### config.mk
export PLATFORM = sky130hd
export DESIGN_NAME = seg7_scan
export DESIGN_NICKNAME = d
export VERILOG_FILES = /design/src/rtl/seg7_pkg.sv /design/src/rtl/seg7_hex_dec.sv /design/src/rtl/seg7_scan.sv
export SDC_FILE = /design/constraint.sdc
export NUM_CORES = 1
export LEC_CHECK = 0
export ABC_AREA = 0
export CORE_MARGIN = 2
export CORE_UTILIZATION = 27
export DETAILED_ROUTE_END_ITERATION = 10
export PLACE_DENSITY = 0.49
export SYNTH_ARGS = -nofsm -noshare
export SYNTH_HDL_FRONTEND = slang
export SYNTH_SLANG_ARGS = --single-unit
### constraint.sdc
create_clock -name i_sysclk -period 2.8 [get_ports i_sysclk]
set_clock_uncertainty 0.1 [all_clocks]
set_input_delay 0.28 -clock i_sysclk [delete_from_list [all_inputs] [get_ports i_sysclk]]
set_output_delay 0.28 -clock i_sysclk [all_outputs]
set_load 0.03 [all_outputs]
### src/rtl/seg7_pkg.sv
// seg7_pkg: shared segment patterns, blanking constants and digit-index type
// for the multiplexed common-anode 7-segment driver.
package seg7_pkg;

    // Digit index: 0 is the rightmost digit
    typedef logic [1:0] dig_t;

    // Active-low segment patterns, bit order {g,f,e,d,c,b,a}
    localparam logic [6:0] SEG_0 = 7'h40;
    localparam logic [6:0] SEG_1 = 7'h79;
    localparam logic [6:0] SEG_2 = 7'h24;
    localparam logic [6:0] SEG_3 = 7'h30;
    localparam logic [6:0] SEG_4 = 7'h19;
    localparam logic [6:0] SEG_5 = 7'h12;
    localparam logic [6:0] SEG_6 = 7'h02;
    localparam logic [6:0] SEG_7 = 7'h78;
    localparam logic [6:0] SEG_8 = 7'h00;
    localparam logic [6:0] SEG_9 = 7'h10;
    localparam logic [6:0] SEG_A = 7'h08;
    localparam logic [6:0] SEG_B = 7'h03;
    localparam logic [6:0] SEG_C = 7'h46;
    localparam logic [6:0] SEG_D = 7'h21;
    localparam logic [6:0] SEG_E = 7'h06;
    localparam logic [6:0] SEG_F = 7'h0E;

    localparam logic [6:0] SEG_OFF = 7'h7F;
    localparam logic [3:0] AN_OFF  = 4'hF;

endpackage

### src/rtl/seg7_hex_dec.sv
// seg7_hex_dec: combinational hex nibble to active-low 7-segment pattern.
module seg7_hex_dec
    import seg7_pkg::*;
(
    input  logic [3:0] hex_i,
    output logic [6:0] seg_o
);

    always_comb begin
        seg_o = SEG_OFF;
        case (hex_i)
            4'h0: seg_o = SEG_0;
            4'h1: seg_o = SEG_1;
            4'h2: seg_o = SEG_2;
            4'h3: seg_o = SEG_3;
            4'h4: seg_o = SEG_4;
            4'h5: seg_o = SEG_5;
            4'h6: seg_o = SEG_6;
            4'h7: seg_o = SEG_7;
            4'h8: seg_o = SEG_8;
            4'h9: seg_o = SEG_9;
            4'hA: seg_o = SEG_A;
            4'hB: seg_o = SEG_B;
            4'hC: seg_o = SEG_C;
            4'hD: seg_o = SEG_D;
            4'hE: seg_o = SEG_E;
            4'hF: seg_o = SEG_F;
            default: seg_o = SEG_OFF;
        endcase
    end

endmodule

### src/rtl/seg7_scan.sv
// seg7_scan: four-digit multiplexed hex display driver with tear-free frame
// reloads, per-slot dead time and optional leading-zero blanking.
module seg7_scan
    import seg7_pkg::*;
#(
    parameter int unsigned SCAN_DIV = 16,
    parameter bit          BLANK_LZ = 1'b0
) (
    input  logic        i_sysclk,
    input  logic        i_sysrst,
    input  logic [15:0] i_data,
    input  logic        i_data_vld,
    input  logic [3:0]  i_dp,
    input  logic        i_blank,
    output logic [6:0]  o_seg,
    output logic        o_dp,
    output logic [3:0]  o_an,
    output logic        o_frame
);

    localparam int DW = (SCAN_DIV > 1) ? $clog2(SCAN_DIV) : 1;

    logic [DW-1:0] div_q, div_d;
    dig_t          dig_q, dig_d;
    logic [15:0]   shadow_q, shadow_d, disp_q, disp_d;
    logic [6:0]    seg_q, seg_d;
    logic          dp_q, dp_d;
    logic [3:0]    an_q, an_d;
    logic          frame_q, frame_d;

    logic          slot_end, frame_end, dark;
    logic [3:0]    nib, lz;
    logic [6:0]    dec_seg;

    seg7_hex_dec u_dec (
        .hex_i (nib),
        .seg_o (dec_seg)
    );

    always_comb begin
        slot_end  = div_q == DW'(SCAN_DIV - 1);
        frame_end = slot_end && (dig_q == 2'd3);
        div_d     = slot_end ? '0 : div_q + 1'b1;
        dig_d     = slot_end ? dig_q + 2'd1 : dig_q;
        shadow_d  = i_data_vld ? i_data : shadow_q;
        // shadow_d already carries a same-cycle capture, giving the bypass for free
        disp_d    = frame_end ? shadow_d : disp_q;
        nib       = disp_q[{dig_q, 2'b00} +: 4];
        lz[3]     = disp_q[15:12] == 4'h0;
        lz[2]     = lz[3] && (disp_q[11:8] == 4'h0);
        lz[1]     = lz[2] && (disp_q[7:4] == 4'h0);
        lz[0]     = 1'b0;
        dark      = (div_q == '0) || (BLANK_LZ && lz[dig_q]);
        an_d      = (dark || i_blank) ? AN_OFF : ~(4'b0001 << dig_q);
        seg_d     = dark ? SEG_OFF : dec_seg;
        dp_d      = dark || !i_dp[dig_q];
        frame_d   = frame_end;
    end

    always_ff @(posedge i_sysclk or negedge i_sysrst) begin
        if (!i_sysrst) begin
            div_q    <= '0;
            dig_q    <= '0;
            shadow_q <= '0;
            disp_q   <= '0;
            seg_q    <= SEG_OFF;
            dp_q     <= 1'b1;
            an_q     <= AN_OFF;
            frame_q  <= 1'b0;
        end else begin
            div_q    <= div_d;
            dig_q    <= dig_d;
            shadow_q <= shadow_d;
            disp_q   <= disp_d;
            seg_q    <= seg_d;
            dp_q     <= dp_d;
            an_q     <= an_d;
            frame_q  <= frame_d;
        end
    end

    assign o_seg   = seg_q;
    assign o_dp    = dp_q;
    assign o_an    = an_q;
    assign o_frame = frame_q;

endmodule

---- After elaboration in Yosys (flattened, before gate mapping) ----
Memory sizes are Yosys's and may differ from the RTL's.
Index checks and enable logic that the tools add are counted.
operators by class
  add/sub/neg operators ................... 2
  order comparisons ....................... 1
  equality and inequality tests ........... 2
  shift operators ......................... 2
  muxes and demuxes ....................... 6
  bitwise operators ....................... 1
  reductions and logical operators ........ 5
operator list
  operator                                            count
  two-way mux 16 bit                                  1
  indexed part select 16 x 5 -> 4 bit                 1
  two-way mux 4 bit                                   2
  two-way mux 7 bit                                   1
  adder 4 x 1 -> 4 bit, second input constant         1
  == test 4 bit, second input constant                1
  zero test 4 bit                                     1
  inverter 4 bit                                      1
  << shifter 1 x 2 -> 4 bit, first input constant     1
  < comparator 2 x 3 -> 1 bit, second input constant  1
  adder 2 x 1 -> 2 bit, second input constant         1
  binary-select mux 1 bit (select 2 bit)              1
  == test 2 bit, second input constant                1
  logical OR 1 bit                                    2
  logical AND 1 bit                                   1
  zero test 1 bit                                     1
  two-way mux 1 bit                                   1
storage, ports and cells
  bits in registers ....................... 51
  memory bits (read-only) ................. 112
  input bits .............................. 24
  word-level logic and storage cells ...... 28
  memories kept ........................... 1
memories
  memory           depth  bits a word  read ports  clocked after Yosys merged registers in  wr ports  RTL line            source
  (no name shown)  16     7            1           0                                        0         seg7_hex_dec.sv:11  case (hex_i)

---- Depth between registers and ports, before layout ----
Gate-level depths: netlist of the first run.
  depth in word-level cells ............... 4
  mapped depth ............................ 7
  depth with buffers taken out ............ 6

---- Modules after synthesis ----
A second synthesis of the first run with hierarchy kept.
second synthesis, totals
  cell total of the unflattened synthesis .. 160
  area total of the unflattened synthesis .. 2348.5 µm²
by module, submodules not included
  module        instances  cells an instance  area each (µm²)  sequential area each (µm²)
  seg7_scan     1          128                2073.2           1291.2
  seg7_hex_dec  1          32                 275.3            0.0

---- Worst setup path before layout of the first run ----
OpenSTA, ideal clock, no wires.
  path type ............................... flip-flop to flip-flop
  start ................................... reg dig_q[0]
  end ..................................... reg seg_q[6], in the netlist o_seg[6]
  setup time .............................. 0.096 ns
  data arrival time ....................... 1.805 ns
  data required time ...................... 2.604 ns
  path slack .............................. 0.799 ns
  stages on the path, launching flop included .. 7
  buffers on the path ..................... 1
  clock period less this slack ............ 2.001 ns
  cells stage by stage .................... dfrtp_1 -> buf_6 -> mux4_1 -> ha_1 -> and2b_2 -> a21oi_1 -> o221ai_1
on the way
  longest elaborated chain between the ends .. 3
ends and longest elaborated chain
  what                                 RTL line         source
  from (decl)                          seg7_scan.sv:24  dig_t dig_q, dig_d;
  from (signal assigned)               seg7_scan.sv:72  dig_q <= dig_d;
  indexed part select 16 x 5 -> 4 bit  seg7_scan.sv:48  nib = disp_q[{dig_q, 2'b00} +: 4];
  memory read (16 x 7 bit)             n/a
  two-way mux 7 bit                    seg7_scan.sv:55  seg_d = dark ? SEG_OFF : dec_seg;
  named net seg_d[6]                   seg7_scan.sv:26  logic [6:0] seg_q, seg_d;
  to (signal assigned)                 seg7_scan.sv:75  seg_q <= seg_d;
  to (decl)                            seg7_scan.sv:26
The timed path passes the listed nets, and every way through them passes these cells.
A chain may end at the register's enable or synchronous reset.

---- Worst setup path after layout of the first run ----
Same ends and word-level chain as after synthesis.

==> results of run 1 <==
[registers in the layout, indices dropped and copies added, names as in the netlist]
| name | flops |
|---|---|
| div_q | 4 |
| o_dp | 1 |
| disp_q | 16 |
| dig_q | 2 |
| o_seg | 7 |
| shadow_q | 16 |
| o_frame | 1 |
| o_an | 4 |
[worst max-delay path, cell delays in order (launching register included)]
cell and delay (ns):
dfrtp_1 0.59, mux4_1 0.74, ha_1 0.28, and2b_2 0.21, a21oi_1 0.13, o221ai_1 0.14
[synthesized netlist by cell type]
master / instances
mux2_2: 29
nand2b_1: 1
mux4_2: 3
xnor2_1: 1
inv_1: 10
and2_1: 1
and2b_2: 2
nand2_1: 9
dfrtp_1: 39
buf_6: 2
o22ai_1: 1
a21oi_1: 3
buf_2: 2
dfstp_2: 12
or2b_1: 1
o41ai_1: 1
a211oi_1: 2
clkbuf_1: 2
or2_4: 1
xor2_1: 1
mux2i_1: 2
nor2_1: 4
ha_1: 12
o221ai_1: 4
a31oi_1: 1
and3b_1: 1
o21ai_1: 3
mux2_1: 3
o21ai_0: 2
and3_1: 1
mux4_1: 2
[cell families after synthesis]
family	count (synthesis)	synth area share [%]
fa+ha+maj	12	6.648
compound gates	17	4.930
flops	51	57.17
buf+inv	16	3.435
mux	39	22.16
simple gates	21	4.876
xor+xnor	2	0.7758
[worst max-delay path by stage]
stage          depth (start not counted)                 start                 end  slack [ns]
2_1_floorplan                          6  dig_q[0]$_DFFE_PN0N_  o_seg[6]$_DFF_PN1_        0.80
3_3_place_gp                           5  dig_q[0]$_DFFE_PN0N_  o_seg[5]$_DFF_PN1_        0.61
3_5_place_dp                           5  dig_q[0]$_DFFE_PN0N_  o_seg[5]$_DFF_PN1_        0.57
4_1_cts                                5  dig_q[0]$_DFFE_PN0N_  o_seg[5]$_DFF_PN1_        0.54
5_1_grt                                5  dig_q[0]$_DFFE_PN0N_  o_seg[6]$_DFF_PN1_        0.39
6_report                               5  dig_q[0]$_DFFE_PN0N_  o_seg[6]$_DFF_PN1_        0.54
[metal layers]
| metal | vias up | global-route usage, % |
|---|---|---|
| li1 | 637 | - |
| met1 | 666 | 12.46 |
| met2 | 20 | 16.61 |
| met3 | 4 | 2.372 |
| met4 | 0 | 4.643 |
| met5 | - | 0 |
[layout make-up]
cell class	instances	area [um2]
well taps	105	131.4
repair buffers	41	395.4
flip-flops and latches	51	1291
inverters	10	37.54
clock inverters	3	46.29
clock buffers	5	68.82
multi-input cells	91	889.6
fillers	814	5315
[where the power goes]
| group | leakage (uW) | internal [uW] | switching, uW | total, uW |
|---|---|---|---|---|
| Clock | 0.0000548 | 269 | 249 | 518 |
| Sequential | 0.000600 | 773 | 11.5 | 784 |
| Combinational | 0.000602 | 79.8 | 59.7 | 139 |
| Total | 0.00126 | 1120 | 320 | 1440 |
[stage by stage]
step / instance area [um2] / total power (uW)
6_report: 2860 / 1442
5_1_grt: 2860 / 1524
4_1_cts: 2860 / 1478
3_5_place_dp: 2735 / 941.8
3_3_place_gp: 2735 / 939.7
2_1_floorplan: 2258 / 872.2
==> results, run 1 <==
- The largest net degree at the start of global routing is 27.
- The global-route usage over all layers is 10.06%.
- After synthesis, the netlist uses 31 different library cells.
- STA classifies the critical path startpoint as a register.
- The routed length on met1 is 1.868 mm.
- After synthesis, the cell types taking the most area are dfrtp_1, mux2_2, dfstp_2.
- The number of vias in the routed layout is 1327.
- The max-slew violation total from the final report came to 0.
- The reported max-cap violation count is 0.
- The via count of the first global-routing pass is 1436.
- The first detailed-routing pass took 4 iterations.
- After layout, the worst setup slack is 0.5418 ns.
- The post-route antenna net violation count is 0.
- The reg2reg setup slack is 0.54 ns.
- The maximum net fanout on the critical path is 8.
- The count of final setup violators is 0.
- The number of buffers added by the clock tree synthesis step is 5.
- The setup path with the least slack is of type reg2reg.
- The number of buffers between clock root and the deepest sink is 2.
- The tightest hold path in the finished design has a slack of 0.2482 ns.
- The vertical die dimension is 95.46 um.
- The worst reg2reg path endpoint is o_seg[6]$_DFF_PN1_.
- In this run the standard cell core region covers 8175 um2.
- From synthesis to final layout, the design area changed by 26.65%.
- Setup repair after global routing left no endpoint under its margin.
- Counting tap cells, the placed design contains a total of 297 instances.
- In the detailed route, the total length drawn on met3 is 129 um.
- The final setup TNS is 0 ns.
- The maximum VDD drop is 0.2117 mV.
- The clock tree synthesis step divided the H-tree into 2 levels.
- The min-delay analysis places its worst path in the category in2async.
- The number of antenna diodes is 0.
- The clock tree from TritonCTS is done.
- The part of the Yosys area used for sequential elements is 57.17%.
- When the netlist entered floorplanning its net count stood at 194.
- The average vias per placed instance is 4.337.
- After clock tree synthesis, the repair step resized 0 gates.
- Data on the critical path arrives at its endpoint at 2.38 ns.
- The mapped netlist covers 2258 um2.
- The non-filler instance count after layout is 306.
- The net count of the finished layout is 236.
- The clock net in this run drives a total of 51 sinks.
- For the pin with the worst max-slew slack, the measured transition is 0.3893 ns.
- The total leakage power is 0.001257 uW.
- The first global-routing pass estimated 6.824 mm of wire.
- The total met2 wirelength after detailed routing is 2.005 mm.
- Measured against its own limit, the worst slew margin works out to 74.04%.
- In the layout the commonest cells are dfrtp_1, clkdlybuf4s50_1, mux2_2, ha_1, dfstp_2.
- The total of flip-flops plus latches after synthesis is 51.
- After detailed routing, the number of remaining DRC violations is 0.
- The biggest area contributor in the post-synthesis netlist is dfrtp_1.
- The number of buffers added for setup after CTS is 0.
- The area enclosed by the die boundary is 9112 um2.
- The number of top-level design ports is 37.
- The detailed placement HPWL is 3.039 mm.
- Measured in cells, the most critical reg-to-reg path has a length of 5.
- Clock tree synthesis selected as its root buffer the cell clkbuf_8.
- The horizontal die dimension is 95.46 um.
- The run finished with clean final reports.
- The detailed-route wire length per cell is 13.27 um.
- The top cell type by area accounts for 43.21% of the synthesized area.
- The total wirelength of the detailed-routed design is 4.060 mm.
- The clock reaches the later pin of the worst-skew pair after 0.31 ns.
- Cells fill 34.99% of the core in the end.
- The clock-pin transition on the worst setup and hold timing paths is 0.09 ns.
- The congestion estimate from routability-driven global placement came to 0.7758.
- The initialized floorplan defines 33 standard-cell rows.
- The portion of the clock cycle consumed by the worst path in the final layout is 80.65%.
- Power spread over the standard cell area amounts to 504.2 nW/um2.
- After the first detailed-routing iteration, the DRC count stood at 42.
- The library cell used most frequently in the layout, excluding fill and tap cells, is dfrtp_1.
- The synthesized area divided by synthesized cell count is 14.29 um2.
- The setup slack after placement is 0.5689 ns.
- The global-route congestion overflow total is 0.
- The worst setup path is captured at a register.
- For this configuration, the core starts out at a cell density of 27.62%.
- The number of buffer cells added on primary ports is 36.
- After clock tree synthesis, the flow added hold-fix buffers numbering 1.
- For this run, the number of Yosys warnings is 0.
- The initial antenna violation count came to 0.
- The maximum clock rate is 442.8 MHz.
- The top routing layer in use is met4.
- The smallest clock period supported by the final layout is computed as 2.258 ns.
- The count of final hold-check violations is 0.
- Cells with a size suffix above 1 make up 29.85% of the layout.
- The count of mapped cells out of synthesis is 158.
- The start of the worst register-to-register path is dig_q[0]$_DFFE_PN0N_.
- STA puts the critical path data required time at 2.92 ns.
Note: power is estimated with default switching activity, not from simulation.
==> run 2: changes to the inputs <==
Settings changed: PLACE_DENSITY 0.49 to 0.51.
Clock period 2.8 ns to 1.93 ns, I/O delays scaled along.
==> results, run 2 (synthesized netlist as in run 1, its figures left out) <==
- The share of layout cells above drive strength 1 is 34.74%.
- The power per cell area is 663.4 nW/um2.
- Once the floorplan was initialized, standard cells occupied 27.62% of the core.
- The maximum VDD drop is 0.2197 mV.
- In the final routed layout, each cell accounts on average for 12.86 um.
- The stage delay of the slowest cell on the critical path is 0.58 ns.
- In the layout the commonest cells are dfrtp_1, clkdlybuf4s50_1, mux2_2, buf_4, dfstp_2.
- In this run the remaining antenna-violating nets after routing total 0.
- Wires add up to 4.088 mm.
- The first global-routing pass estimated 6.796 mm of wire.
- At the pin with the least slew margin, the transition time is 0.5033 ns.
- After detailed routing, the number of remaining DRC violations is 0.
- The initial antenna violation count is 0.
- For the worst setup path, the data arrival time is 1.97 ns.
- The smallest setup slack after layout is 0.06471 ns.
- The count of buffers added on input and output ports is 36.
- The placer congestion estimate is 0.7506.
- After global routing the overflow that remains totals 0.
- Setup violations remaining at the end of the flow were counted as 0.
- The finished cells cover 2942 um2.
- In this run the horizontal extent of the chip is 95.46 um.
- The net count of the finished layout is 248.
- The maximum net fanout on the critical path is 5.
- The largest net degree at the start of global routing is 24.
- The number of top-level design ports is 37.
- The total area inside the core boundary comes to 8175 um2.
- The placed instances occupy a cell area of 2824 um2.
- The total leakage power is 0.001305 uW.
- The number of clock sinks is 51.
- In this run the worst hold path is classified as in2async.
- The cell row count is 33.
- The portion of the clock cycle consumed by the worst path in the final layout is 96.65%.
- The count of final hold-check violations is 0.
- In this design, the largest share of critical-path delay is due to multiplexers.
- The repair_antennas step left the layout with diodes totalling 0.
- Counting buffers and inverters, the worst setup path is 5 cells deep.
- From synthesis to final layout, the design area changed by 30.25%.
- The setup slack after placement is 0.001028 ns.
- The reported max-cap violation count is 0.
- The clock tree synthesis step divided the H-tree into 2 levels.
- The later pin in the worst-skew pair is clocked with a latency of 0.30 ns.
- The critical path goes through mux4_2 > ha_1 > and2b_2 > a21oi_1 > o221ai_1.
- The capturing element type of the critical path is a register.
- The run finished with clean final reports.
- The maximum clock rate is 536.1 MHz.
- The max-slew violation total from the final report is 0.
- Setup repair after global routing could not meet its margin everywhere.
- The HPWL after detailed placement is 3.072 mm.
- Across all hold checks on the routed design, the worst slack comes to 0.2912 ns.
- After clock tree synthesis, the clock-pin slew on the worst setup and hold paths is 0.09 ns.
- The root buffer selected by CTS is clkbuf_8.
- The number of cells on the worst reg-to-reg path is 5.
- The number of buffers and inverters on the critical path is 0.
- Counting along the longest clock path gives a buffer depth of 2.
- The number of violations reported at the end of detailed-routing iteration 0 is 35.
- The detailed-routing iteration count for the pre-antenna-repair pass is 4.
- In this run, CTS created clock tree buffers numbering 5.
- The path type of the worst setup path is reg2reg.
- TritonCTS built the clock tree.
- The number of vias in the routed layout is 1363.
- Measured along the y axis, the die boundary spans 95.46 um.
- The data required time of the worst path is 2.04 ns.
- The via count of the first global-routing pass is 1416.
- The type of element launching the critical path is a register.
- The most common cell after layout, fill and taps aside is dfrtp_1.
- Subtracting the final worst setup slack from the clock period gives 1.865 ns.
- The critical path's slowest cell is mux4_2.
- The die covers 9112 um2.
- In the routed layout, each cell is associated on average with a via count of 4.286.
- The normalized max-slew margin is 66.45%.
- Global routing used 9.861% of the available tracks.
run 2: cell types whose count changed in the layout (fill, tap and decap cells not counted), sizes merged:
cell / delta
clkbuf: +2
clkinvlp: -1
clkinv: +1
bufinv: -1
inv: -1
buf: +12
run 2: metal layers:
metal  wire length, um  GRT usage [%]
met3               177          2.372
met2              2049          16.37
met1              1779          12.22
met4                81          4.286
met5                 0              0
run 2: per-stage QoR:
stage / utilization, % / cells / total power (uW) / setup TNS, ns
3_3_place_gp: 34.54 / 306 / 1373 / 0
2_1_floorplan: - / 158 / 1266 / 0
6_report: 35.98 / 318 / 1951 / 0
4_1_cts: 35.78 / 316 / 1979 / 0
5_1_grt: 35.98 / 318 / 2054 / -0.08639
3_5_place_dp: 34.54 / 306 / 1374 / 0
run 2: repair_timing:
item                                    in CTS  in global routing
endpoints found under the setup margin       3                  7
hold endpoints to repair                    18                  0
gates resized for setup                      2                  1
hold buffers                                 1                  0
setup buffers                                1                  2
run 2: cell type report:
type | count | area [um2]
clock inverter | 1 | 5.005
inverter | 10 | 37.54
multi-input combinational | 91 | 888.4
sequential | 51 | 1292
clock buffer | 7 | 76.32
fill | 807 | 5234
tap | 105 | 131.4
timing repair buffer | 53 | 510.5
run 2: worst paths after layout:
check | start | to | slack (ns)
worst min register to register | div_q[0]$_DFF_PN0_ | div_q[0]$_DFF_PN0_ | 0.39
worst min-delay path | i_sysrst | dig_q[1]$_DFFE_PN0N_ | 0.29
worst max register to register | dig_q[0]$_DFFE_PN0N_ | o_seg[5]$_DFF_PN1_ | 0.06
worst max-delay path | dig_q[0]$_DFFE_PN0N_ | o_seg[5]$_DFF_PN1_ | 0.06
max in group asynchronous | i_sysrst | shadow_q[2]$_DFF_PN0_ | 0.80
min in group i_sysclk | div_q[0]$_DFF_PN0_ | div_q[0]$_DFF_PN0_ | 0.39
run 2: report_power, final:
group / switching (uW) / internal (uW) / leakage, uW
clock: 341 / 255 / 0.0000422
sequential: 15.3 / 1120 / 0.000600
combinational: 89.8 / 128 / 0.000663
